===== config.mk =====
export PLATFORM = sky130hd
export DESIGN_NAME = nexys_input_periph
export DESIGN_NICKNAME = d
export VERILOG_FILES = /design/src/rtl/nexys_input_pkg.sv /design/src/rtl/input_debouncer.sv /design/src/rtl/nexys_input_periph.sv
export SDC_FILE = /design/constraint.sdc
export NUM_CORES = 1
export LEC_CHECK = 0
export BUFFER_PORTS_ARGS = -buffer_cell sky130_fd_sc_hd__buf_2
export CAP_MARGIN = 10
export CELL_PAD_IN_SITES_DETAIL_PLACEMENT = 1
export CELL_PAD_IN_SITES_GLOBAL_PLACEMENT = 2
export CORE_ASPECT_RATIO = 0.75
export CORE_MARGIN = 3
export CORE_UTILIZATION = 37
export DETAILED_ROUTE_END_ITERATION = 10
export GPL_ROUTABILITY_DRIVEN = 0
export PLACE_DENSITY_LB_ADDON = 0.1
export SYNTH_ARGS = -nofsm -noshare
export SYNTH_HDL_FRONTEND = slang
export SYNTH_HIERARCHICAL = 1
export SYNTH_SLANG_ARGS = --single-unit

===== constraint.sdc =====
create_clock -name clk_i -period 6.08 [get_ports clk_i]
set_input_delay 1.216 -clock clk_i [delete_from_list [all_inputs] [get_ports clk_i]]
set_output_delay 1.216 -clock clk_i [all_outputs]
set_load 0.005 [all_outputs]

===== src/rtl/nexys_input_pkg.sv =====
// Shared constants for the Nexys input peripheral.
//   Register byte offsets, event-register field layout and a helper that
//   turns a byte offset into the word index decoded from addr_i[4:2].
package nexys_input_pkg;

  localparam int unsigned SW_W        = 16;
  localparam int unsigned BTN_W       = 5;
  localparam int unsigned EVT_W       = SW_W + BTN_W;
  localparam int unsigned EVT_BTN_LSB = 16;

  localparam logic [4:0] ADDR_SW   = 5'h00;
  localparam logic [4:0] ADDR_BTN  = 5'h04;
  localparam logic [4:0] ADDR_EVT  = 5'h08;
  localparam logic [4:0] ADDR_CLR  = 5'h0C;
  localparam logic [4:0] ADDR_MASK = 5'h10;

  function automatic logic [2:0] word_idx(input logic [4:0] byte_off);
    return byte_off[4:2];
  endfunction

endpackage


===== src/rtl/input_debouncer.sv =====
// Two-flop synchronizer plus tick-sampled debouncer for W independent inputs.
//   clk_i          clock
//   rst_i          synchronous active-high reset
//   tick_i         sample strobe from the shared prescaler
//   raw_i          asynchronous raw inputs
//   stable_o       debounced level (registered)
//   stable_next_o  value stable_o takes on the next edge; lets the parent
//                  flag events on the same edge the level is accepted
module input_debouncer #(
  parameter int unsigned W = 1
) (
  input  logic         clk_i,
  input  logic         rst_i,
  input  logic         tick_i,
  input  logic [W-1:0] raw_i,
  output logic [W-1:0] stable_o,
  output logic [W-1:0] stable_next_o
);

  logic [W-1:0] sync1_q, sync2_q, sample_q, stable_q, stable_d;
  logic [W-1:0] agree;

  // A bit is accepted only when this tick's sample matches the previous one.
  assign agree = ~(sync2_q ^ sample_q);

  always_comb begin
    stable_d = stable_q;
    if (tick_i) begin
      stable_d = (sync2_q & agree) | (stable_q & ~agree);
    end
  end

  always_ff @(posedge clk_i) begin
    if (rst_i) begin
      sync1_q  <= '0;
      sync2_q  <= '0;
      sample_q <= '0;
      stable_q <= '0;
    end else begin
      sync1_q  <= raw_i;
      sync2_q  <= sync1_q;
      if (tick_i) begin
        sample_q <= sync2_q;
      end
      stable_q <= stable_d;
    end
  end

  assign stable_o      = stable_q;
  assign stable_next_o = stable_d;

endmodule


===== src/rtl/nexys_input_periph.sv =====
// Memory-mapped switch/button input peripheral with sticky events and IRQ.
//   clk_i, rst_i        clock, synchronous active-high reset
//   sw_i, btn_i         raw asynchronous switches / buttons (1 = pressed)
//   req_i               one-cycle bus strobe
//   write_enable_i      1 = write, 0 = read
//   addr_i              byte address, bits [4:2] decoded
//   write_data_i        write data
//   read_data_o         registered read data, 1-cycle latency
//   irq_o               registered level interrupt, |(EVT & MASK)
module nexys_input_periph #(
  parameter int unsigned DEBOUNCE_CYCLES = 100000,
  parameter int unsigned SW_W            = 16,
  parameter int unsigned BTN_W           = 5
) (
  input  logic              clk_i,
  input  logic              rst_i,
  input  logic [SW_W-1:0]   sw_i,
  input  logic [BTN_W-1:0]  btn_i,
  input  logic              req_i,
  input  logic              write_enable_i,
  input  logic [31:0]       addr_i,
  input  logic [31:0]       write_data_i,
  output logic [31:0]       read_data_o,
  output logic              irq_o
);
  import nexys_input_pkg::*;

  localparam int unsigned CntW = (DEBOUNCE_CYCLES > 2) ? $clog2(DEBOUNCE_CYCLES) : 1;
  localparam int unsigned EvtW = EVT_BTN_LSB + BTN_W;

  // Shared prescaler.
  logic [CntW-1:0] cnt_q, cnt_d;
  logic            tick;

  assign tick  = (cnt_q == CntW'(DEBOUNCE_CYCLES - 1));
  assign cnt_d = tick ? '0 : cnt_q + CntW'(1);

  logic [SW_W-1:0]  sw_stable, sw_next;
  logic [BTN_W-1:0] btn_stable, btn_next;

  input_debouncer #(.W(SW_W)) u_sw_deb (
    .clk_i         (clk_i),
    .rst_i         (rst_i),
    .tick_i        (tick),
    .raw_i         (sw_i),
    .stable_o      (sw_stable),
    .stable_next_o (sw_next)
  );

  input_debouncer #(.W(BTN_W)) u_btn_deb (
    .clk_i         (clk_i),
    .rst_i         (rst_i),
    .tick_i        (tick),
    .raw_i         (btn_i),
    .stable_o      (btn_stable),
    .stable_next_o (btn_next)
  );

  logic [EvtW-1:0] evt_q, evt_d, evt_set, evt_clr;
  logic [EvtW-1:0] mask_q, mask_d;
  logic            irq_q, irq_d;
  logic [31:0]     read_data_q, rd_mux;
  logic [2:0]      word;
  logic            wr, rd;

  assign word = addr_i[4:2];
  assign wr   = req_i & write_enable_i;
  assign rd   = req_i & ~write_enable_i;

  always_comb begin
    evt_set = '0;
    // Switches flag either edge, buttons only the press.
    evt_set[SW_W-1:0]            = sw_next ^ sw_stable;
    evt_set[EVT_BTN_LSB +: BTN_W] = btn_next & ~btn_stable;

    evt_clr = '0;
    if (wr && word == word_idx(ADDR_CLR)) begin
      evt_clr = write_data_i[EvtW-1:0];
    end

    // Set is applied after clear so a coincident set wins.
    evt_d = (evt_q & ~evt_clr) | evt_set;

    mask_d = mask_q;
    if (wr && word == word_idx(ADDR_MASK)) begin
      mask_d = write_data_i[EvtW-1:0];
    end

    irq_d = |(evt_d & mask_d);
  end

  always_comb begin
    rd_mux = '0;
    unique case (word)
      word_idx(ADDR_SW):   rd_mux = 32'(sw_stable);
      word_idx(ADDR_BTN):  rd_mux = 32'(btn_stable);
      word_idx(ADDR_EVT):  rd_mux = 32'(evt_q);
      word_idx(ADDR_MASK): rd_mux = 32'(mask_q);
      default:             rd_mux = '0;
    endcase
  end

  always_ff @(posedge clk_i) begin
    if (rst_i) begin
      cnt_q       <= '0;
      evt_q       <= '0;
      mask_q      <= '0;
      irq_q       <= 1'b0;
      read_data_q <= '0;
    end else begin
      cnt_q  <= cnt_d;
      evt_q  <= evt_d;
      mask_q <= mask_d;
      irq_q  <= irq_d;
      if (rd) begin
        read_data_q <= rd_mux;
      end
    end
  end

  assign read_data_o = read_data_q;
  assign irq_o       = irq_q;

  logic unused_bits;
  assign unused_bits = ^{addr_i[31:5], addr_i[1:0], write_data_i[31:EvtW]};

endmodule

==> results of run 1 <==
[path summary, 6_finish.rpt]
path,from,end,cells past startpoint
max,cnt_q[6]$_SDFF_PP0_,irq_o$_SDFF_PP0_,12
min,u_sw_deb/sync1_q[0]$_SDFF_PP0_,u_sw_deb/sync2_q[0]$_SDFF_PP0_,1
max reg2reg,cnt_q[6]$_SDFF_PP0_,irq_o$_SDFF_PP0_,12
min reg2reg,u_sw_deb/sync1_q[0]$_SDFF_PP0_,u_sw_deb/sync2_q[0]$_SDFF_PP0_,1
[flip-flops by register name, indices dropped and copies added, names as in the netlist]
name / flops
evt_q: 21
mask_q: 21
read_data_o: 21
cnt_q: 17
u_sw_deb/sample_q: 16
u_sw_deb/stable_o: 16
u_sw_deb/sync1_q: 16
u_sw_deb/sync2_q: 16
u_btn_deb/sample_q: 5
u_btn_deb/stable_o: 5
u_btn_deb/sync1_q: 5
u_btn_deb/sync2_q: 5
irq_o: 1
[final cells by class]
class,instances,area share [%]
clock inverters,14,1.75
repair buffers,75,4.80
flip-flops and latches,165,40.9
clock buffers,18,5.43
inverters,44,2.04
multi-input cells,525,41.3
well taps,247,3.82
[cells in the mapped netlist, types with 6 or more instances]
cell      number
xnor2_1       12
o32ai_1       17
a21oi_1       41
o21ai_1        6
buf_4         12
nor2b_1       69
xor2_1        17
a21oi_2        9
nor2_1        88
a22oi_1       20
nand2_1       38
nand3_1       13
inv_1         44
dfxtp_1      165
and2b_1        9
clkbuf_1      19
o22ai_1       26
nand2b_1      23
mux2i_1       50
buf_2         15
o21ai_0       23
[worst max-delay path, delay by kind of cell, from the launching register on]
| kind | cells | cell delay (ns) |
|---|---|---|
| buffers and inverters | 1 | 0.40 |
| DFF | 1 | 0.35 |
| and+or+nand+nor | 7 | 2.30 |
| AOI/OAI and AO/OA | 4 | 0.54 |
[cells by family after synthesis]
| kind of cell | share of synthesized area, % |
|---|---|
| XOR/XNOR | 3.58 |
| AO/OA/AOI/OAI | 14.8 |
| flip-flops | 46.6 |
| buffers and inverters | 6.88 |
| AND/OR/NAND/NOR | 19.6 |
| multiplexers | 8.33 |
| other | 0.0529 |
| adder cells (fa/ha/maj) | 0.176 |
[routing by layer]
metal | vias to the layer above | wire length, um | global-route usage (%)
met2 | 99 | 7620 | 26.7
met3 | 17 | 665 | 3.80
li1 | 2735 | - | -
met5 | - | 0 | 0
met1 | 2660 | 9060 | 23.9
met4 | 0 | 280 | 6.11
[stage by stage]
step                worst slack, ns  hold slack (ns)  total power [mW]  instance area (um^2)
floorplan                      3.34            0.411              1.20                  7130
global placement               2.22            0.417              1.22                  7500
detailed placement             2.21            0.421              1.23                  7500
CTS                            2.31            0.441              2.29                  8080
global route                   1.92            0.451              2.35                  8090
finish                         2.35            0.436              2.26                  8090
[power by group]
part           internal (mW)  switching, mW  total, mW  leakage, nW
combinational         0.0353         0.0581     0.0933         1.43
clock                  0.585          0.469       1.05        0.272
sequential              1.10         0.0102       1.11         1.34
[cell usage in the layout (no fill, tap or decap), types with 6 or more instances in the layout]
master     Yosys  layout
buf_2         15      70
and2b_1        9       9
o21ai_0       23      23
nand3_1       13      13
xnor2_1       12      12
dfxtp_1      165     165
nand2b_1      23      23
a22oi_1       20      20
o22ai_1       26      26
xor2_1        17      17
conb_1         1      11
inv_1         44      44
nor2b_1       69      69
a21oi_2        9       9
o32ai_1       17      17
nand2_1       38      38
nor2_1        88      88
a21oi_1       41      41
o21ai_1        6       6
mux2i_1       50      50
clkbuf_16      0      17
==> flow_metrics.tcl, run 1 <==
set metrics [dict create \
    pin_count 122 \
    drc 0 \
    die_w_um 166 \
    drt_iter0_markers 287 \
    max_freq_ghz 0.268 \
    ff_latch_area_mm2 0.00330 \
    critPathMaxStageDelay_ns 0.99 \
    die_h_um 126 \
    worstPathArrival_ns 4.02 \
    synth_area_mm2 0.00709 \
    root_buffer "clkbuf_16" \
    core_area_mm2 0.0187 \
    powerDensity_mw_per_mm2 279 \
    synth_warnings 6 \
    maxCapViolCount 0 \
    vias_per_cell 5.07 \
    wirelength_um 17600 \
    placed_cells 1055 \
    diodes 0 \
    finalCritPeriodShare_pct 61.4 \
    hp-class "flip-flop to flip-flop" \
    htree_levels 4 \
    clk_pin_slew_worst_paths_ns 0.07 \
    peakVddDrop_uv 194 \
    clkLatencyLatePin_ns 0.43 \
    start_util_pct 38.0 \
    leakage_nw 3.04 \
    cp_max_fo 50 \
    ant_nets 0 \
    yosys_most_used_dff "dfxtp_1" \
    cts.sinks 165 \
    layout.cells.non_filler 1088 \
    fill_cells 2201 \
    final-max-slew-violation-count 0 \
    max-clock-path-buffers 2 \
    hpwl_um 12500 \
    synth.distinct_cells 45 \
    drt-pass1-iter-count 4 \
    avgRoutedWirePerCell_um 16.2 \
    worst_slew_pin_slew_ns 1.15 \
    cts_buffers 17 \
    hold_viol 0 \
    setup_tns_ns 0 \
    synth_cells 777 \
    rrSetupSlack_ns 2.35 \
    cts_hold_buf 0 \
    slew_headroom_pct 23.5 \
    grt_first_pass_wirelength_um 29000 \
    crit_chain "nor4b_1 > nand4_1 > nor4_1 > and3_2 > buf_4 > nor2b_1 > o22ai_1 > nor2b_1 > a21oi_1 > o22ai_1 > nor4_1 > a31oi_1" \
    die_area_mm2 0.0209 \
    crit_path_end_kind "flip-flop" \
    cts_setup_buffers 0 \
    vias 5511 \
    synth_top_area_share_pct 46.6 \
    ys_seq_area_share_pct 46.6 \
    async_reset_ff_share_pct 0 \
    avgSynthCellArea_um2 9.13 \
    cp.required_ns 6.37 \
    cts_resized 0 \
    grtUsageTotal_pct 17.3 \
    rsz0062_at_grt "false" \
    io_buffers 70 \
    tritoncts "built" \
    crit_slowest_cell "and3_2" \
    grt_max_degree 79 \
    fp-row-count 43 \
    synthToLayoutAreaGrowth_pct 14.0 \
    yosysTopAreaCell "dfxtp_1" \
    nets 918 \
    synth_edf_count 0 \
    finish.utilization_pct 43.3 \
    multiInputGateArea_mm2 0.00334 \
    crit_type "flip-flop to flip-flop" \
    outcome "complete, no violations" \
    antenna_found_initial 0 \
    ys_top_cells_by_area "dfxtp_1, mux2i_1, nor2b_1" \
    grt_pass1_vias 5658 \
    start_kind "flip-flop" \
    fin_skew_ns 0.0134 \
    drive_gt1_share_pct 15.0 \
    grt_overflow 0 \
    fin_crit_ns 3.73 \
    yosys_register_bits 165 \
    setup_viol_count_final 0 \
]
(Power assumes the default switching activity.)
==> inputs of run 2 (changes only) <==
--- a/config.mk
+++ b/config.mk
@@ -5,13 +5,14 @@
 export SDC_FILE = /design/constraint.sdc
 export NUM_CORES = 1
 export LEC_CHECK = 0
+export ABC_AREA = 1
 export BUFFER_PORTS_ARGS = -buffer_cell sky130_fd_sc_hd__buf_2
 export CAP_MARGIN = 10
 export CELL_PAD_IN_SITES_DETAIL_PLACEMENT = 1
 export CELL_PAD_IN_SITES_GLOBAL_PLACEMENT = 2
 export CORE_ASPECT_RATIO = 0.75
 export CORE_MARGIN = 3
-export CORE_UTILIZATION = 37
+export CORE_UTILIZATION = 31
 export DETAILED_ROUTE_END_ITERATION = 10
 export GPL_ROUTABILITY_DRIVEN = 0
 export PLACE_DENSITY_LB_ADDON = 0.1
==> constraint.sdc (replaced) <==
create_clock -name clk_i -period 3.5 [get_ports clk_i]
set_input_delay 0.7 -clock clk_i [delete_from_list [all_inputs] [get_ports clk_i]]
set_output_delay 0.7 -clock clk_i [all_outputs]
set_load 0.005 [all_outputs]
==> flow_metrics.tcl, run 2 <==
set metrics [dict create \
    grt_max_degree 58 \
    layout_commonest_cell "nand2_1" \
    cts_buffers 17 \
    fin_skew_ns 0.0135 \
    worstPathArrival_ns 3.02 \
    cts_resized 0 \
    root_buffer "clkbuf_16" \
    synth_top_area_share_pct 46.4 \
    outcome "complete, no violations" \
    die_w_um 181 \
    synth.distinct_cells 34 \
    pin_count 122 \
    p_comb_share_pct 4.0 \
    yosys_most_used_dff "dfxtp_1" \
    drt_iter0_markers 251 \
    ys_top_cells_by_area "dfxtp_1, nand2_1, inv_1" \
    critPathMostFrequentCell "nand2_1" \
    rrSetupSlack_ns 0.78 \
    placed_cells 1353 \
    r2r_end "irq_o$_SDFF_PP0_" \
    grt_first_pass_wirelength_um 31200 \
    tritoncts "built" \
    critPathLaunch "cnt_q[0]$_SDFF_PP0_" \
    synthToLayoutAreaGrowth_pct 15.5 \
    cts_setup_buffers 0 \
    seqPwrFrac_pct 48.3 \
    synthTopCellsByCount "nand2_1, inv_1, dfxtp_1, nor2_1, a21oi_1" \
    peakVddDrop_uv 322 \
    drc 0 \
    start_kind "flip-flop" \
    ff2ff_path_depth 18 \
    io_buffers 70 \
    synth.most_common_cell "nand2_1" \
    synth_area_mm2 0.00712 \
    synth-compound-area-share_pct 8.90 \
    drt-pass1-iter-count 4 \
    crit_slowest_cell "dfxtp_1" \
    grt_overflow 0 \
    synth-xor-area-share_pct 2.83 \
    p_sw_mw 1.00 \
    drive_gt1_share_pct 12.2 \
    cp_max_fo 27 \
    yosys_register_bits 165 \
    synth_fa_ha_area_share_pct 0.176 \
    critPathTopFamily "simple AND/OR/NAND/NOR gates" \
    crit_path_end_kind "flip-flop" \
    vias_per_cell 4.27 \
    crit_chain "ha_1 > nand2_1 > nor2_4 > inv_1 > nor4_4 > buf_4 > nand2_1 > nand2_1 > nand2_1 > inv_1 > xnor2_1 > nand2_1 > nand2_1 > nand2_1 > nor2_1 > nand2_1 > nor2_1 > a21oi_1" \
    cts.sinks 165 \
    nets 1168 \
    layout.cells.non_filler 1385 \
    cts_hold_buf 0 \
    min_path_cells 2 \
    htree_levels 4 \
    clk_pin_slew_worst_paths_ns 0.07 \
    synth_edf_count 0 \
    cp.required_ns 3.80 \
    avgSynthCellArea_um2 7.01 \
    synth_top_family_by_area "simple AND/OR/NAND/NOR gates" \
    netSwitchingFraction_pct 25.2 \
    yosys.area_share.simple_pct 27.7 \
    max-clock-path-buffers 2 \
    hpwl_um 13300 \
    fp-row-count 47 \
    timing.rr.start "cnt_q[0]$_SDFF_PP0_" \
    start_util_pct 31.9 \
    muxShareOfSynthArea_pct 0 \
    fill_cells 2853 \
    worst_slew_pin_slew_ns 0.764 \
    clkLatencyLatePin_ns 0.43 \
    setup_viol_count_final 0 \
    rsz0062_at_grt "false" \
    layout_common_cells "nand2_1, inv_1, dfxtp_1" \
    min_from "u_sw_deb/sync1_q[1]$_SDFF_PP0_" \
    critical_path_buf_inv_count 3 \
    finalCritPeriodShare_pct 77.8 \
    core_area_mm2 0.0223 \
    hold_viol 0 \
    ant_nets 0 \
    holdPathEnd "u_sw_deb/sync2_q[1]$_SDFF_PP0_" \
    crit_type "flip-flop to flip-flop" \
    power_frac_clock_pct 47.7 \
    grtUsageTotal_pct 15.9 \
    wirelength_um 18900 \
    setup_tns_ns 0 \
    fin_crit_ns 2.72 \
    avgRoutedWirePerCell_um 13.6 \
    synth_cells 1016 \
    die_h_um 137 \
    ys_seq_area_share_pct 46.4 \
    final-max-slew-violation-count 0 \
    maxCapViolCount 0 \
    critPathMaxStageDelay_ns 0.36 \
    synth_warnings 6 \
    die_area_mm2 0.0249 \
    powerDensity_mw_per_mm2 482 \
    hp-class "flip-flop to flip-flop" \
    async_reset_ff_share_pct 0 \
    internal_power_mw 2.97 \
    max_freq_ghz 0.367 \
    antenna_found_initial 0 \
    diodes 0 \
    leakage_nw 3.63 \
    vias 5912 \
    yosysTopAreaCell "dfxtp_1" \
    grt_pass1_vias 5846 \
    slew_headroom_pct 49.0 \
]
==> run 2: cell types whose count changed in the layout (fill, tap and decap cells not counted), sizes merged, moves of 23 or more <==
cell | previous run | this run
a21oi | 50 | 74
inv | 50 | 188
mux2i | 50 | 0
nand2 | 38 | 304
nand2b | 23 | 0
nand3 | 13 | 55
nor2 | 88 | 112
nor2b | 70 | 0
o22ai | 26 | 0
==> run 2: layout make-up <==
class	instances	area [um^2]	area share, %
Sequential cell	165	3300	40.1
Clock inverter	15	158	1.92
Multi-Input combinational cell	634	2860	34.8
Inverter	180	676	8.21
Clock buffer	17	425	5.17
Tap cell	294	368	4.47
Timing Repair Buffer	80	440	5.35
==> run 2: per-stage QoR <==
step / hold slack, ns / setup WS (ns) / power [mW] / instance area, um^2 / util [%]
2_1_floorplan: 0.388 / 1.15 / 2.06 / 7160 / -
3_3_place_gp: 0.394 / 0.780 / 2.12 / 7650 / 34.2
3_5_place_dp: 0.396 / 0.715 / 2.12 / 7650 / 34.2
6_report: 0.403 / 0.778 / 3.97 / 8230 / 36.8
5_1_grt: 0.419 / 0.391 / 4.15 / 8230 / 36.8
4_1_cts: 0.405 / 0.706 / 4.05 / 8230 / 36.8
==> run 2: tightest hold or removal path, cell delays in order, from the launching register on <==
cell and delay [ns]:
dfxtp_1 0.30, inv_1 0.04, nor2_1 0.03
==> run 2: logic make-up after synthesis <==
family	after synthesis
AO/OA/AOI/OAI	117
buffers and inverters	227
other	1
adder cells (fa/ha/maj)	1
flip-flops	165
XOR/XNOR	23
AND/OR/NAND/NOR	482
==> run 2: worst max-delay path by stage <==
| stage | depth (start not counted) | end | slack (ns) |
|---|---|---|---|
| after floorplan | 18 | irq_o$_SDFF_PP0_ | 1.15 |
| after global placement | 18 | irq_o$_SDFF_PP0_ | 0.78 |
| after global routing | 18 | irq_o$_SDFF_PP0_ | 0.39 |
| after CTS | 18 | irq_o$_SDFF_PP0_ | 0.71 |
| after detailed placement | 18 | irq_o$_SDFF_PP0_ | 0.71 |
| final | 18 | irq_o$_SDFF_PP0_ | 0.78 |
==> run 2: power by group through the flow <==
stage          Clock (mW)  Sequential, mW  Combinational, mW
6_report             1.89            1.92              0.157
5_1_grt              2.04            1.92              0.181
4_1_cts              1.97            1.92              0.161
3_5_place_dp            0            1.96              0.161
3_3_place_gp            0            1.96              0.160
2_1_floorplan           0            1.96              0.101
==> run 2: layer usage <==
metal | vias to the layer above | wire length, um | part of all wire [%] | GRT usage (%)
met2 | 91 | 7370 | 39 | 23.0
met4 | 0 | 233 | 1.2 | 4.82
li1 | 3171 | - | - | -
met3 | 20 | 833 | 4.4 | 3.17
met1 | 2630 | 10400 | 55 | 23.8
met5 | - | 0 | 0 | 0
